===== config.mk =====
export PLATFORM = sky130hd
export DESIGN_NAME = ifu_ialign_ctl
export DESIGN_NICKNAME = d
export VERILOG_FILES = /design/src/rtl/ifu_ialign_pkg.sv /design/src/rtl/ifu_ialign_hwq.sv /design/src/rtl/ifu_ialign_ctl.sv
export SDC_FILE = /design/constraint.sdc
export NUM_CORES = 1
export LEC_CHECK = 0
export CORE_ASPECT_RATIO = 0.6
export CORE_MARGIN = 3
export CORE_UTILIZATION = 41
export DETAILED_ROUTE_END_ITERATION = 8
export DONT_BUFFER_PORTS = 1
export PLACE_DENSITY = 0.65
export SLEW_MARGIN = 20
export SYNTH_ARGS = -nofsm -noshare
export SYNTH_HDL_FRONTEND = slang
export SYNTH_SLANG_ARGS = --single-unit

===== constraint.sdc =====
create_clock -name clk -period 3.7 [get_ports clk]
set_clock_uncertainty 0.05 [all_clocks]
set_input_delay 0.555 -clock clk [delete_from_list [all_inputs] [get_ports clk]]
set_output_delay 0.555 -clock clk [all_outputs]
set_load 0.02 [all_outputs]

===== src/rtl/ifu_ialign_pkg.sv =====
// Shared types and helpers for the instruction aligner: halfword queue entry
// and the 32-bit opcode test used by head decode.
package ifu_ialign_pkg;

  typedef struct packed {
    logic [15:0] hw;
    logic        err;
  } ialign_hw_t;

  localparam logic [1:0] RVC_OPC_32 = 2'b11;

  function automatic logic is_rvc32(input logic [15:0] hw);
    return hw[1:0] == RVC_OPC_32;
  endfunction

endpackage


===== src/rtl/ifu_ialign_hwq.sv =====
// Circular halfword queue: pushes 0..2 halfwords and pops 0..2 halfwords per
// cycle, exposing the two oldest entries and the occupancy count.
module ifu_ialign_hwq
  import ifu_ialign_pkg::*;
#(
  parameter  int QDEPTH = 6,
  localparam int PW     = $clog2(QDEPTH),
  localparam int CW     = $clog2(QDEPTH + 1)
) (
  input  logic          clk,
  input  logic          rst_l,
  input  logic          clr,
  input  logic [1:0]    push_n,
  input  ialign_hw_t    push0,
  input  ialign_hw_t    push1,
  input  logic [1:0]    pop_n,
  output ialign_hw_t    head0,
  output ialign_hw_t    head1,
  output logic [CW-1:0] count
);

  logic [PW-1:0] rd_ptr, wr_ptr, rd_ptr1, wr_ptr1;
  ialign_hw_t    mem [QDEPTH];

  function automatic logic [PW-1:0] adv(input logic [PW-1:0] p, input logic [1:0] n);
    logic [PW:0] s;
    s = {1'b0, p} + (PW+1)'(n);
    if (s >= (PW+1)'(QDEPTH)) s = s - (PW+1)'(QDEPTH);
    return s[PW-1:0];
  endfunction

  assign rd_ptr1 = adv(rd_ptr, 2'd1);
  assign wr_ptr1 = adv(wr_ptr, 2'd1);
  assign head0   = mem[rd_ptr];
  assign head1   = mem[rd_ptr1];

  always_ff @(posedge clk or negedge rst_l) begin
    if (!rst_l) begin
      for (int i = 0; i < QDEPTH; i++) mem[i] <= '0;
    end else if (!clr) begin
      if (push_n != 2'd0) mem[wr_ptr]  <= push0;
      if (push_n == 2'd2) mem[wr_ptr1] <= push1;
    end
  end

  always_ff @(posedge clk or negedge rst_l) begin
    if (!rst_l) begin
      rd_ptr <= '0;
      wr_ptr <= '0;
      count  <= '0;
    end else if (clr) begin
      rd_ptr <= '0;
      wr_ptr <= '0;
      count  <= '0;
    end else begin
      rd_ptr <= adv(rd_ptr, pop_n);
      wr_ptr <= adv(wr_ptr, push_n);
      count  <= count + CW'(push_n) - CW'(pop_n);
    end
  end

endmodule


===== src/rtl/ifu_ialign_ctl.sv =====
// Halfword instruction aligner: buffers fetch words, emits one RVC or 32-bit
// instruction per cycle with PC/error tracking. IALIGN_BYPASS_EN adds a
// zero-latency fetch->instruction path when the queue is empty.
module ifu_ialign_ctl
  import ifu_ialign_pkg::*;
#(
  parameter int QDEPTH = 6,
  parameter int PCW    = 31
) (
  input  logic           clk,
  input  logic           rst_l,
  input  logic           flush,
  input  logic [PCW-1:0] flush_pc,
  input  logic           fetch_valid,
  input  logic [31:0]    fetch_data,
  input  logic           fetch_err,
  output logic           fetch_ready,
  output logic           ins_valid,
  input  logic           ins_ready,
  output logic [31:0]    ins_data,
  output logic           ins_is16,
  output logic [PCW-1:0] ins_pc,
  output logic           ins_err
);

  localparam int CW = $clog2(QDEPTH + 1);

  logic [PCW-1:0] pc;
  logic           drop_lo;
  logic [CW-1:0]  count;
  ialign_hw_t     q0, q1, hd0, hd1, w_lo, w_hi, push0, push1;
  logic [1:0]     avail, use_n, skip, push_n, pop_n;
  logic           accept, byp, h32, take2, fire;

  assign w_lo = {fetch_data[15:0],  fetch_err};
  assign w_hi = {fetch_data[31:16], fetch_err};

  // Registered count only, so downstream ready never reaches fetch_ready.
  assign fetch_ready = !flush && (count <= CW'(QDEPTH - 2));
  assign accept      = fetch_valid && fetch_ready;

`ifdef IALIGN_BYPASS_EN
  assign byp = (count == '0) && accept;
`else
  assign byp = 1'b0;
`endif

  // Head source: queue normally, the incoming word when bypassing.
  always_comb begin
    hd0   = q0;
    hd1   = q1;
    avail = (count == '0) ? 2'd0 : (count == CW'(1)) ? 2'd1 : 2'd2;
    if (byp) begin
      hd0   = drop_lo ? w_hi : w_lo;
      hd1   = w_hi;
      avail = drop_lo ? 2'd1 : 2'd2;
    end
  end

  assign h32   = is_rvc32(hd0.hw);
  assign take2 = h32 && (avail == 2'd2);
  // A lone 32-bit head with an error is emitted alone so faults never stall.
  assign ins_valid = !flush && (avail != 2'd0) && (!h32 || take2 || hd0.err);
  assign fire      = ins_valid && ins_ready;
  assign use_n     = take2 ? 2'd2 : 2'd1;

  assign ins_is16 = ins_valid && !h32;
  assign ins_data = !ins_valid ? 32'h0 :
                    take2      ? {hd1.hw, hd0.hw} : {16'h0, hd0.hw};
  assign ins_err  = ins_valid && (hd0.err || (take2 && hd1.err));
  assign ins_pc   = pc;

  // Halfwords of the incoming word skipped: dropped odd start plus any bypassed.
  assign skip   = {1'b0, drop_lo} + ((byp && fire) ? use_n : 2'd0);
  assign push_n = accept ? (2'd2 - skip) : 2'd0;
  assign push0  = (skip == 2'd0) ? w_lo : w_hi;
  assign push1  = w_hi;
  assign pop_n  = (fire && !byp) ? use_n : 2'd0;

  ifu_ialign_hwq #(.QDEPTH(QDEPTH)) u_hwq (
    .clk    (clk),
    .rst_l  (rst_l),
    .clr    (flush),
    .push_n (push_n),
    .push0  (push0),
    .push1  (push1),
    .pop_n  (pop_n),
    .head0  (q0),
    .head1  (q1),
    .count  (count)
  );

  always_ff @(posedge clk or negedge rst_l) begin
    if (!rst_l) begin
      pc      <= '0;
      drop_lo <= 1'b0;
    end else if (flush) begin
      pc      <= flush_pc;
      drop_lo <= flush_pc[0];
    end else begin
      if (fire)   pc      <= pc + PCW'(use_n);
      if (accept) drop_lo <= 1'b0;
    end
  end

endmodule


# Word-level counts from Yosys, hierarchy flattened
# Index checks and enable logic that the tools add are counted.
[word_totals]
ff_bits = 143
inputBits = 69
out_inout_bits = 67
wordCells = 104
[classes]
n_lt_le_gt_ge = 11
reduce_logical = 22
n_eq_ne = 4
add_sub_neg = 12
muxes = 34
bitwise_logic = 4
[ops]
columns = ["operator", "n"]
rows = [
  ["$mux 102", 3],
  ["$bwmux 102", 2],
  ["$mux 17", 7],
  ["$bmux 17 s3", 2],
  ["$demux 17 s3", 2],
  ["$mux 32", 2],
  ["$mux 31", 2],
  ["$add 31x2->31", 1],
  ["$mux 3", 7],
  ["$ge 4x3->1 const B", 4],
  ["$ge 4x4->1 const B", 4],
  ["$not 3->4", 4],
  ["$sub 3x3->3 const B", 4],
  ["$logic_and 1x1->1", 11],
  ["$mux 2", 5],
  ["$add 3x1->4 const B", 2],
  ["$add 3x2->4", 2],
  ["$lt 4x1->1 const B", 2],
  ["$reduce_bool 2->1", 4],
  ["$eq 2x2->1 const B", 3],
  ["$add 3x2->3", 1],
  ["$eq 3x1->1 const B", 1],
  ["$le 3x3->1 const B", 1],
  ["$logic_not 3->1", 1],
  ["6 further kinds", 10],
]

# Depth between registers and ports, before layout
# Gate-level depths: netlist of run 1.
[logic_depth]
ltp_word = 15
mapped_depth = 15
ltp_nobuf = 13

# Hierarchy
# From an unflattened synthesis of run 1, not the netlist that was laid out.
[hier_totals]
cells_unflattened = 1008
hier_area_um2 = 10093.4
[modules_own_cells]
columns = ["mod", "instances", "cells_per_inst", "area_each_um2"]
rows = [
  ["ifu_ialign_hwq", 1, 710, 7663.6],
  ["ifu_ialign_ctl", 1, 298, 2429.8],
]

# Least setup slack after synthesis of run 1
# Ideal clock, no wire load.
[synth_path]
path_kind = "register to output"
startpoint = "reg u_hwq.rd_ptr[1]"
endpoint = "out ins_data[22]"
t_arrival_ps = 3203
required_ps = 3095
path_slack_ps = -108
path_buffers = 4
stages_incl_launch_ff = 13
cell_sequence = "dfrtp_1 buf_2 buf_6 clkbuf_1 inv_1 ha_1 a21oi_1 a21oi_1 xnor2_2 buf_4 mux4_2 nand2_1 o21ai_0"
[synth_between]
elab_chain_len = 10
[synth_rtl]
columns = ["element", "line_no", "source"]
rows = [
  ["from (decl)", "ifu_ialign_hwq.sv:22", "logic [PW-1:0] rd_ptr, wr_ptr, rd_ptr1, wr_ptr1;"],
  ["from (signal assigned)", "ifu_ialign_hwq.sv:56", "rd_ptr <= adv(rd_ptr, pop_n);"],
  ["parallel branches: the longest is 9 deep, another holds $add 3x1->4", "-", ""],
  ["$mux 32 (*)", "ifu_ialign_ctl.sv:68", "assign ins_data = !ins_valid ? 32'h0 :"],
  ["to (decl)", "ifu_ialign_ctl.sv:20", "output logic [31:0] ins_data,"],
]
# Every way passes the cells marked *. The select of a mux whose other input is x is not followed.

# Worst setup path after layout of run 1
[layout_path]
startpoint = "reg u_hwq.rd_ptr[0]"
endpoint = "out ins_err"
[layout_between]
elab_chain_len = 10
[layout_rtl]
columns = ["element", "line_no", "source"]
rows = [
  ["$add 3x1->4 / $not 3->4 (equally long branches)", "ifu_ialign_hwq.sv:27, ifu_ialign_hwq.sv:34", ""],
  ["$ge 4x3->1, or another cell as far along", "ifu_ialign_hwq.sv:28", "if (s >= (PW+1)'(QDEPTH)) s = s - (PW+1)'(QDEPTH);"],
  ["$mux 3 / $mux 17 (equally long branches)", "ifu_ialign_hwq.sv:28, ifu_ialign_hwq.sv:34", ""],
  ["$not 3->4 (implied by the code) / $mux 17 (equally long branches)", "ifu_ialign_hwq.sv:35, ifu_ialign_hwq.sv:34", ""],
  ["$bmux 17 s3 / $eq 2x2->1 (equally long branches)", "ifu_ialign_hwq.sv:35, ifu_ialign_pkg.sv:13", ""],
  ["$mux 17 (implied by the code), or another cell as far along", "ifu_ialign_hwq.sv:35", "assign head1 = mem[rd_ptr1];"],
  ["$mux 17 (implied by the code) / $logic_or 1x1->1 (equally long branches)", "ifu_ialign_hwq.sv:35, ifu_ialign_ctl.sv:63", ""],
  ["$logic_and 1x1->1 / $logic_or 1x1->1 (equally long branches)", "ifu_ialign_ctl.sv:70, ifu_ialign_ctl.sv:63", ""],
  ["$logic_or 1x1->1 / $logic_and 1x1->1 (equally long branches)", "ifu_ialign_ctl.sv:70, ifu_ialign_ctl.sv:63", ""],
  ["$logic_and 1x1->1 (*)", "ifu_ialign_ctl.sv:70", "assign ins_err = ins_valid && (hd0.err || (take2 && hd1.err));"],
  ["to (decl)", "ifu_ialign_ctl.sv:23", "output logic ins_err"],
]
# Mark *: on every way between the ends. The rest lies on a longest branch, timed or not. The select of a mux whose other input is x is not followed.

==> results of run 1 <==
-- power by group through the flow --
stage / clock network [W] / logic [W] / registers (W)
after floorplan: 0 / 0.00212 / 0.00247
after global placement: 0 / 0.00266 / 0.00265
after detailed placement: 0 / 0.00271 / 0.00267
after CTS: 0.00185 / 0.00273 / 0.00265
after global routing: 0.00192 / 0.00306 / 0.00274
final: 0.00182 / 0.00282 / 0.00267
-- cell usage in the layout (no fill, tap or decap), drive strengths merged, types with 13 or more instances in the layout --
master,n
nor2,151
dfrtp,143
nand2,87
buf,67
o22ai,66
inv,47
o21ai,47
a21oi,35
mux4,32
o221a,32
mux2i,23
mux2,23
clkbuf,19
a22oi,15
xor2,14
nor3,13
-- worst max-delay path: stages (launching register included) --
cell and delay (ns):
dfrtp_4 0.57, ha_2 0.27, nand2b_1 0.16, a21oi_2 0.22
xnor2_4 0.21, buf_12 0.20, mux4_2 0.51, o21ai_0 0.23
a21oi_2 0.17
-- routing by layer --
layer	GRT usage [%]	vias up	routed length, microns
li1	-	3500	-
met5	0	-	0
met2	34.89	420	12650
met3	6.089	42	2890
met1	37.31	3952	13230
met4	6.943	0	522
-- logic make-up after synthesis --
| logic type | after synthesis |
|---|---|
| AOI/OAI and AO/OA | 256 |
| and+or+nand+nor | 312 |
| muxes | 78 |
| xor gates and xnor gates | 24 |
| adders and majority gates | 17 |
| buffers and inverters | 100 |
| DFF | 143 |
-- path summary, 6_finish.rpt --
path | from | end | slack, ns | depth (start not counted)
min reg2reg | u_hwq.mem[68] | u_hwq.mem[68] | 0.49 | 1
max reg2reg | u_hwq.rd_ptr[0] | u_hwq.count[2] | 0.25 | 10
min in group clk | flush | u_hwq.count[2] | 0.16 | 1
max in group asynchronous | rst_l | u_hwq.wr_ptr[1] | 3.53 | 0
max | u_hwq.rd_ptr[0] | ins_err | 0.11 | 8
min | rst_l | ins_pc[12] | -0.23 | 0
-- per-stage QoR --
step / power [W] / setup WS [ns]
final: 0.007314 / 0.1084
after global routing: 0.007719 / -0.0001905
after CTS: 0.007224 / 0.003666
after detailed placement: 0.005378 / 0.07757
after global placement: 0.005313 / 0.1969
after floorplan: 0.004595 / -0.1077
-- layout make-up --
cell class	instances	area, sq um	share of cell area (%)
Multi-Input combinational cell	687	4962	48.59
Sequential cell	143	3583	35.09
Timing Repair Buffer	69	564.3	5.525
Clock buffer	17	425.4	4.165
Tap cell	273	341.6	3.344
Clock inverter	15	193.9	1.899
Inverter	38	142.6	1.397
-- timing repair --
item	CTS	global route
gates cloned	0	2
pin swaps	1	2
endpoints found under the hold margin	143	143
buffers inserted	1	3
endpoints found under the setup margin	17	24
resized for setup	6	16
-- Yosys cell counts, drive strengths merged (3+ instances only) --
cell type,count
o2111ai,8
fa,5
o32a,3
and2,8
nand3,11
a21o,6
or3,3
nand2b,4
and3,11
mux4,32
a211oi,3
nor2,151
nand2,87
dfrtp,143
buf,19
mux2,23
o22ai,66
a21oi,35
a41oi,3
nor2b,10
o221a,32
inv,38
nand4,3
a31oi,4
o21a,5
a21boi,3
o21ai,47
ha,12
mux2i,23
nor4,5
clkbuf,43
xnor2,10
nor3,13
o31ai,3
o211ai,5
o32ai,3
a22oi,15
xor2,14
-- sequential cells by signal, summed over array words and instances, names as in the netlist --
signal,cells
u_hwq.wr_ptr,3
u_hwq.mem,102
drop_lo,1
u_hwq.count,3
ins_pc,31
u_hwq.rd_ptr,3
==> metrics.md, run 1 <==
| Metric | Value |
|---|---|
| Status | `finished with violations` |
| Failing checks | `negative hold slack` |
| Internal | `between 0.004 and 0.005 W` |
| Netlist cell types | `just over 70` |
| Share of the synthesized area in the top cell type | `about 40%` |
| Sequential share of power | `a little over a third` |
| Die span in x | `roughly 200 microns` |
| Type of the worst setup path | `register to output port` |
| Period minus WS final | `3.592 ns` |
| Mapped Avg Cell Area | `9.535 sq um` |
| IO Port Bufs | `0` |
| Setup tns final | `0 ns` |
| Area leader, netlist | `dfrtp_1` |
| Crit start category | `register` |
| CTS tree | `built` |
| Switching Share | `a little under two fifths` |
| Synth Area in Compound Gates | `between 20 and 25%` |
| Synth Area in XOR/XNOR | `between 2 and 2.5%` |
| Clk_lat worst skew | `between 0.4 and 0.5 ns` |
| Per-cell routed wire length | `23.59 microns` |
| Clock transition at path regs | `approximately 0.070 ns` |
| EDFF count, synth | `0` |
| # diodes | `0` |
| Data arrival time of the worst path | `about 3.0 ns` |
| Post-synthesis instance area | `8867 sq um` |
| Clock sink count | `~140` |
| Final Max Tran Viols | `0` |
| Final Util | `around half` |
| Post-synth ARST share | `between 90% and 100%` |
| Die height | `around 120 microns` |
| DP Wirelength | `19.32 mm` |
| Drt via density | `6.372` |
| Layout area overhead | `15.18%` |
| Root Driver | `clkbuf_16` |
| Yosys warns | `0` |
| Final-report hold violation count | `between 100 and 150` |
| Slew @ Worst Pin | `0.9479 ns` |
| Slew margin rel. | `36.38%` |
| Largest net degree at the start of global routing | `~140` |
| Cells after Synth | `930` |
| Final wirelength | `slightly below 30 mm` |
| GRT Total Usage | `~25%` |
| Final period util | `between 90% and 100%` |
| Layout cell share with drive strength beyond 1 | `between 20% and 30%` |
| Post-layout nets | `1042` |
| Core ar. | `approximately 21000 sq um` |
| Comb pwr share | `38.6%` |
| CTS buffer count | `17` |
| Hold slack | `-0.2319 ns` |
| Largest family of logic cells by synthesized area | `compound AO/OA/AOI/OAI gates` |
| Worst VDD drop | `between 0.3 and 0.4 mV` |
| Sequential area share after synthesis | `40.36%` |
| Critical path capture point type | `output port` |
| Synth area leaders | `dfrtp_1 (40%), mux4_2 (8.1%), nor2_1 (6.3%)` |
| Post-Layout Inst Area | `10210 sq um` |
| Maxcap violations | `0` |
| Setup-failing EPs final | `0` |
| Vias | `just under 8000` |
| First-pass GRT wire length | `~45 mm` |
| Vias in the first global route | `between 7000 and 8000` |
| Detail Route Antenna Nets | `0` |
| Initial antenna violation count | `0` |
| Synthesized-area fraction occupied by adder cells | `roughly 2.8%` |
| Cell Area, Placed | `9459 sq um` |
| Starting density of the core | `a little over two fifths` |
| Mux contribution to synthesized area | `13.69%` |
| Worst hold-check path type | `input port to asynchronous set/reset pin` |
| Placed cell count | `1204` |
| CTS Buffer Depth | `2` |
| Die ar. | `~23000 sq um` |
| Critical path required time | `~3.1 ns` |
| GP Congestion | `0.8580` |
| Fmax | `roughly 280 MHz` |
| Row cnt | `40` |
| Leak pwr | `around 4.2 nW` |
| Total grt overflow | `0` |
| Mapped Nets | `between 1000 and 1500` |
| Final-layout fill cell count | `about 1900` |
| DRC Markers | `0` |
| P_sw | `about 0.0028 W` |
| Starting DRC count in detailed routing | `between 1000 and 1500` |
| H-tree Lvls | `4` |
| I/O pin cnt | `between 100 and 150` |
| Clock power share | `~25%` |
| Synth Area in Simple Gates | `about 15%` |
| Non-Filler Instances | `around 1200` |
| Synth Register Bits | `roughly 140` |
| First-pass DRT Iterations | `6` |
| Dominant synthesized flop cell | `dfrtp_1` |
| Power density over cell area | `around 720 nW/um^2` |
| CP max FO | `13` |
No activity file was read; power rests on OpenSTA's default activity.
==> run 2: changes to the inputs <==
Settings changed: CORE_UTILIZATION 41 to 28, PLACE_DENSITY 0.65 to 0.51.
==> run 2 against run 1 <==
Effect of this change: the flow still finishes with violations (negative hold slack); flip-flop and latch count stayed put; via count is 1.6% lower; register-to-register slack better by 0.02 ns; power is 1.9% lower; first-iteration DRC count is 31% lower; final area is 0.67% higher; combinational power hardly changed; clock power is 7% lower.
==> metrics.md, run 2 (synthesis results as in run 1) <==
| Metric | Value |
|---|---|
| Status | `finished with violations (unchanged)` |
| Failing checks | `negative hold slack (unchanged)` |
| Slew margin rel. | `33.75% (was 36.38%)` |
| Drt via density | `5.685 (was 6.372)` |
| Clock power share | `23.8% (was 24.9%)` |
| Vias in the first global route | `7505 (was 7546)` |
| CP max FO | `12 (was 13)` |
| Unrepaired setup endpoints after global routing | `true` |
| Clock sink count | `143 (unchanged)` |
| I/O pin cnt | `136 (unchanged)` |
| Top reg by flops | `u_hwq.mem (unchanged)` |
| Largest net degree at the start of global routing | `144 (unchanged)` |
| Vias | `7789 (was 7914)` |
| Crit start category | `register (unchanged)` |
| Starting density of the core | `29.04% (was 43.00%)` |
| Period minus WS final | `3.578 ns (was 3.592 ns)` |
| CTS Buffer Depth | `2 (unchanged)` |
| Final Max Tran Viols | `0 (unchanged)` |
| Worst hold-check path type | `input port to asynchronous set/reset pin (unchanged)` |
| Non-Filler Instances | `1370 (was 1242)` |
| Die height | `143.8 microns (was 119.9 microns)` |
| Placed cell count | `1331 (was 1204)` |
| Leak pwr | `4.141 nW (was 4.198 nW)` |
| Final-report hold violation count | `143 (unchanged)` |
| CTS tree | `built (unchanged)` |
| Internal | `0.004487 W (was 0.004534 W)` |
| First-pass DRT Iterations | `5 (was 6)` |
| # diodes | `0 (unchanged)` |
| Comb pwr share | `38.9% (was 38.6%)` |
| Data arrival time of the worst path | `2.97 ns (was 2.99 ns)` |
| IO Port Bufs | `0 (unchanged)` |
| Starting DRC count in detailed routing | `753 (was 1092)` |
| DP Wirelength | `21.20 mm (was 19.32 mm)` |
| Die span in x | `235.7 microns (was 195.9 microns)` |
| GRT Total Usage | `18.65% (was 24.65%)` |
| Most common cell after layout, fill and taps aside | `nor2_1 (unchanged)` |
| Clock transition at path regs | `0.06 ns (was 0.07 ns)` |
| Post-layout nets | `1037 (was 1042)` |
| Initial antenna violation count | `0 (unchanged)` |
| Switching Share | `37.46% (was 38.01%)` |
| Cell Area, Placed | `9555 sq um (was 9459 sq um)` |
| CTS buffer count | `17 (unchanged)` |
| Row cnt | `49 (was 40)` |
| Slew @ Worst Pin | `0.9938 ns (was 0.9479 ns)` |
| GP Congestion | `0.8496 (was 0.8580)` |
| FF/Latch Area | `3583 sq um (unchanged)` |
| Start point of the critical path | `u_hwq.rd_ptr[1] (was u_hwq.rd_ptr[0])` |
| Largest register FFs | `102 (unchanged)` |
| Critical path capture point type | `output port (unchanged)` |
| Multi-input gate area | `4951 sq um (was 4962 sq um)` |
| Pre-CTS setup slack | `0.1412 ns (was 0.07757 ns)` |
| First-pass GRT wire length | `48.39 mm (was 45.22 mm)` |
| Hold slack | `-0.2248 ns (was -0.2319 ns)` |
| P_sw | `0.002688 W (was 0.002780 W)` |
| Commonest cells after routing, fill and taps aside | `nor2_1 (149), dfrtp_1 (141), nand2_1 (86) (was nor2_1 (150), dfrtp_1 (141), nand2_1 (86))` |
| Layout cell share with drive strength beyond 1 | `21.73% (was 22.08%)` |
| Die ar. | `33910 sq um (was 23490 sq um)` |
| Type of the worst setup path | `register to output port (unchanged)` |
| Total grt overflow | `0 (unchanged)` |
| Critical path required time | `3.09 ns (about the same)` |
| Final wirelength | `31.65 mm (was 29.29 mm)` |
| Worst VDD drop | `0.2716 mV (was 0.3689 mV)` |
| Setup-failing EPs final | `0 (unchanged)` |
| Fmax | `279.5 MHz (was 278.4 MHz)` |
| Reg-to-reg critical path startpoint | `u_hwq.rd_ptr[0] (unchanged)` |
| Power density over cell area | `697.8 nW/um^2 (was 716.1 nW/um^2)` |
| H-tree Lvls | `4 (unchanged)` |
| Final Util | `33.68% (was 49.53%)` |
| DRC Markers | `0 (unchanged)` |
| Clk_lat worst skew | `0.43 ns (was 0.42 ns)` |
| Post-Layout Inst Area | `10280 sq um (was 10210 sq um)` |
| Sequential share of power | `37.3% (was 36.6%)` |
| Layout area overhead | `15.96% (was 15.18%)` |
| Detail Route Antenna Nets | `0 (unchanged)` |
| Per-cell routed wire length | `23.10 microns (was 23.59 microns)` |
| Final-layout fill cell count | `3102 (was 1889)` |
| Power Total | `0.007175 W (was 0.007314 W)` |
| Maxcap violations | `0 (unchanged)` |
| Final period util | `96.70% (was 97.07%)` |
| PnR worst setup slack | `0.1222 ns (was 0.1084 ns)` |
| Root Driver | `clkbuf_16 (unchanged)` |
| Core ar. | `30530 sq um (was 20620 sq um)` |
-- run 2: changes by cell type in the layout (fill, tap and decap cells not counted), sizes merged --
cell,delta
clkbuf,+1
clkinv,+2
clkinvlp,+2
inv,-8
buf,-4
-- run 2: timing repair --
item	in CTS	in global routing
setup buffers	6	3
endpoints found under the hold margin	143	143
endpoints found under the setup margin	28	22
pin swaps	3	2
gates resized for setup	13	8
-- run 2: area by class of cell --
cell class	count	area share, %
flip-flops and latches	143	34.85
clock buffers	19	4.308
inverters	38	1.387
repair buffers	64	5.196
clock inverters	11	1.144
multi-input cells	687	48.15
well taps	408	4.965
-- run 2: stage by stage --
stage	hold WS, ns	setup TNS, ns
5_1_grt	-0.2551	-0.05610
3_3_place_gp	0.2240	0
3_5_place_dp	0.2236	0
6_report	-0.2248	0
2_1_floorplan	0.2094	-1.054
4_1_cts	-0.2386	0
-- run 2: power by group through the flow --
stage / Combinational [W] / Sequential [W] / Clock, W
6_report: 0.00279 / 0.00268 / 0.00170
5_1_grt: 0.00306 / 0.00275 / 0.00180
4_1_cts: 0.00276 / 0.00266 / 0.00175
3_5_place_dp: 0.00264 / 0.00268 / 0
3_3_place_gp: 0.00262 / 0.00269 / 0
2_1_floorplan: 0.00212 / 0.00247 / 0
-- run 2: critical path, cell delays in order (launching register included) --
cell and delay [ns]:
dfrtp_2 0.44, buf_6 0.17, ha_2 0.22, nand2b_1 0.19, a21oi_4 0.19, xnor2_4 0.17
buf_12 0.18, buf_4 0.15, mux4_2 0.49, nand2_1 0.09, o21ai_0 0.08, buf_4 0.17
-- run 2: worst paths after layout --
kind	end	slack (ns)	cells after the start
min reg2reg	u_hwq.mem[83]	0.50	2
max	ins_data[31]	0.12	11
max in group asynchronous	u_hwq.mem[66]	3.58	0
max reg2reg	ins_pc[29]	0.27	11
min	ins_pc[22]	-0.22	0
min in group clk	u_hwq.count[2]	0.16	1
-- run 2: metal layers --
metal,wire [microns],GRT usage (%)
met5,0,0
met1,15200,27.78
met4,273,3.804
met2,13540,26.48
met3,2643,5.735
==> RTL edit (settings of run 2) <==
Add a define of `IALIGN_BYPASS_EN`.
--- a/src/rtl/ifu_ialign_ctl.sv
+++ b/src/rtl/ifu_ialign_ctl.sv
@@ -1,6 +1,8 @@
 // Halfword instruction aligner: buffers fetch words, emits one RVC or 32-bit
 // instruction per cycle with PC/error tracking. IALIGN_BYPASS_EN adds a
 // zero-latency fetch->instruction path when the queue is empty.
+`define IALIGN_BYPASS_EN
+
 module ifu_ialign_ctl
   import ifu_ialign_pkg::*;
 #(
Function: changed (a bounded check fails within 4 cycles, from zero or initial values and one cycle with rst_l low).
==> RTL edit against run 2 <==
- the flow finishes with violations (hold timing, setup timing)
- cell area up 36%
- non-clock buffer count up 162
- highest routed layer unchanged
- setup slack got worse by 0.42 ns
- sequential cell count did not move
- routed wire length grew 33%
- area after synthesis rose by 7.3%
- count of clock-buffer cells in the layout shrank 2
- power up 26%
- global-route usage up 4.2 points
- largest power group unchanged
==> RTL edit: results <==
{
  "status": "finished, violations left",
  "violations": "hold timing, setup timing",
  "global_route.usage.met2_pct": 31.4,
  "final_total_power_uw": 9010,
  "yosysSeqAreaShare_pct": 37.6,
  "layout-drive-gt1-share_pct": 39.1,
  "footprint_of_the_flip_flops_and_latches_mm2": 0.00358,
  "fill_cells": 3196,
  "numPlacedInstances": 1641,
  "critical-path-top-delay-family": "simple AND/OR/NAND/NOR gates",
  "yosys.area_share.xor_xnor_pct": 2.30,
  "timing.final.hold_violations": 143,
  "tightestPinTransition_ns": 0.844,
  "power.leakage_uw": 0.00582,
  "postSynthNetCount": 1179,
  "timing.setup.tns_ns": -18.47,
  "post-place-ws_ns": -0.402,
  "met2RoutedLength_mm": 17.5,
  "row_count": 51,
  "postLayoutSetupSlackWorst_ns": -0.297,
  "whs_ns": -0.231,
  "arrival_ns": 4.28,
  "totalWireLength_mm": 42.1,
  "met1_length_mm": 19.3,
  "groute.layer.met3.usage_pct": 6.95,
  "final_setup_violating_endpoints": 113
}
-- RTL edit: kinds of logic (layout without fill, tap and decap cells) --
kind of cell	after synthesis	in the layout
adder cells (fa/ha/maj)	19	19
multiplexers	75	75
AO/OA/AOI/OAI	347	347
XOR/XNOR	25	25
buffers and inverters	126	307
AND/OR/NAND/NOR	356	357
flip-flops	143	143
-- RTL edit: timing repair --
item,4_1_cts,5_1_grt
hold endpoints to repair,143,143
gates resized for setup,164,100
setup endpoints to repair,129,136
pin swaps,66,45
buffers inserted,33,9
gates cloned,10,2
-- RTL edit: path summary, 6_finish.rpt --
check	from	to	slack (ns)
min in group clk	flush	u_hwq.rd_ptr[2]	0.14
max in group asynchronous	rst_l	u_hwq.mem[71]	3.64
worst max register to register	u_hwq.rd_ptr[0]	u_hwq.mem[37]	-0.30
worst min register to register	u_hwq.mem[0]	u_hwq.mem[0]	0.50
worst min-delay path	rst_l	ins_pc[4]	-0.23
worst max-delay path	u_hwq.rd_ptr[0]	u_hwq.mem[37]	-0.30
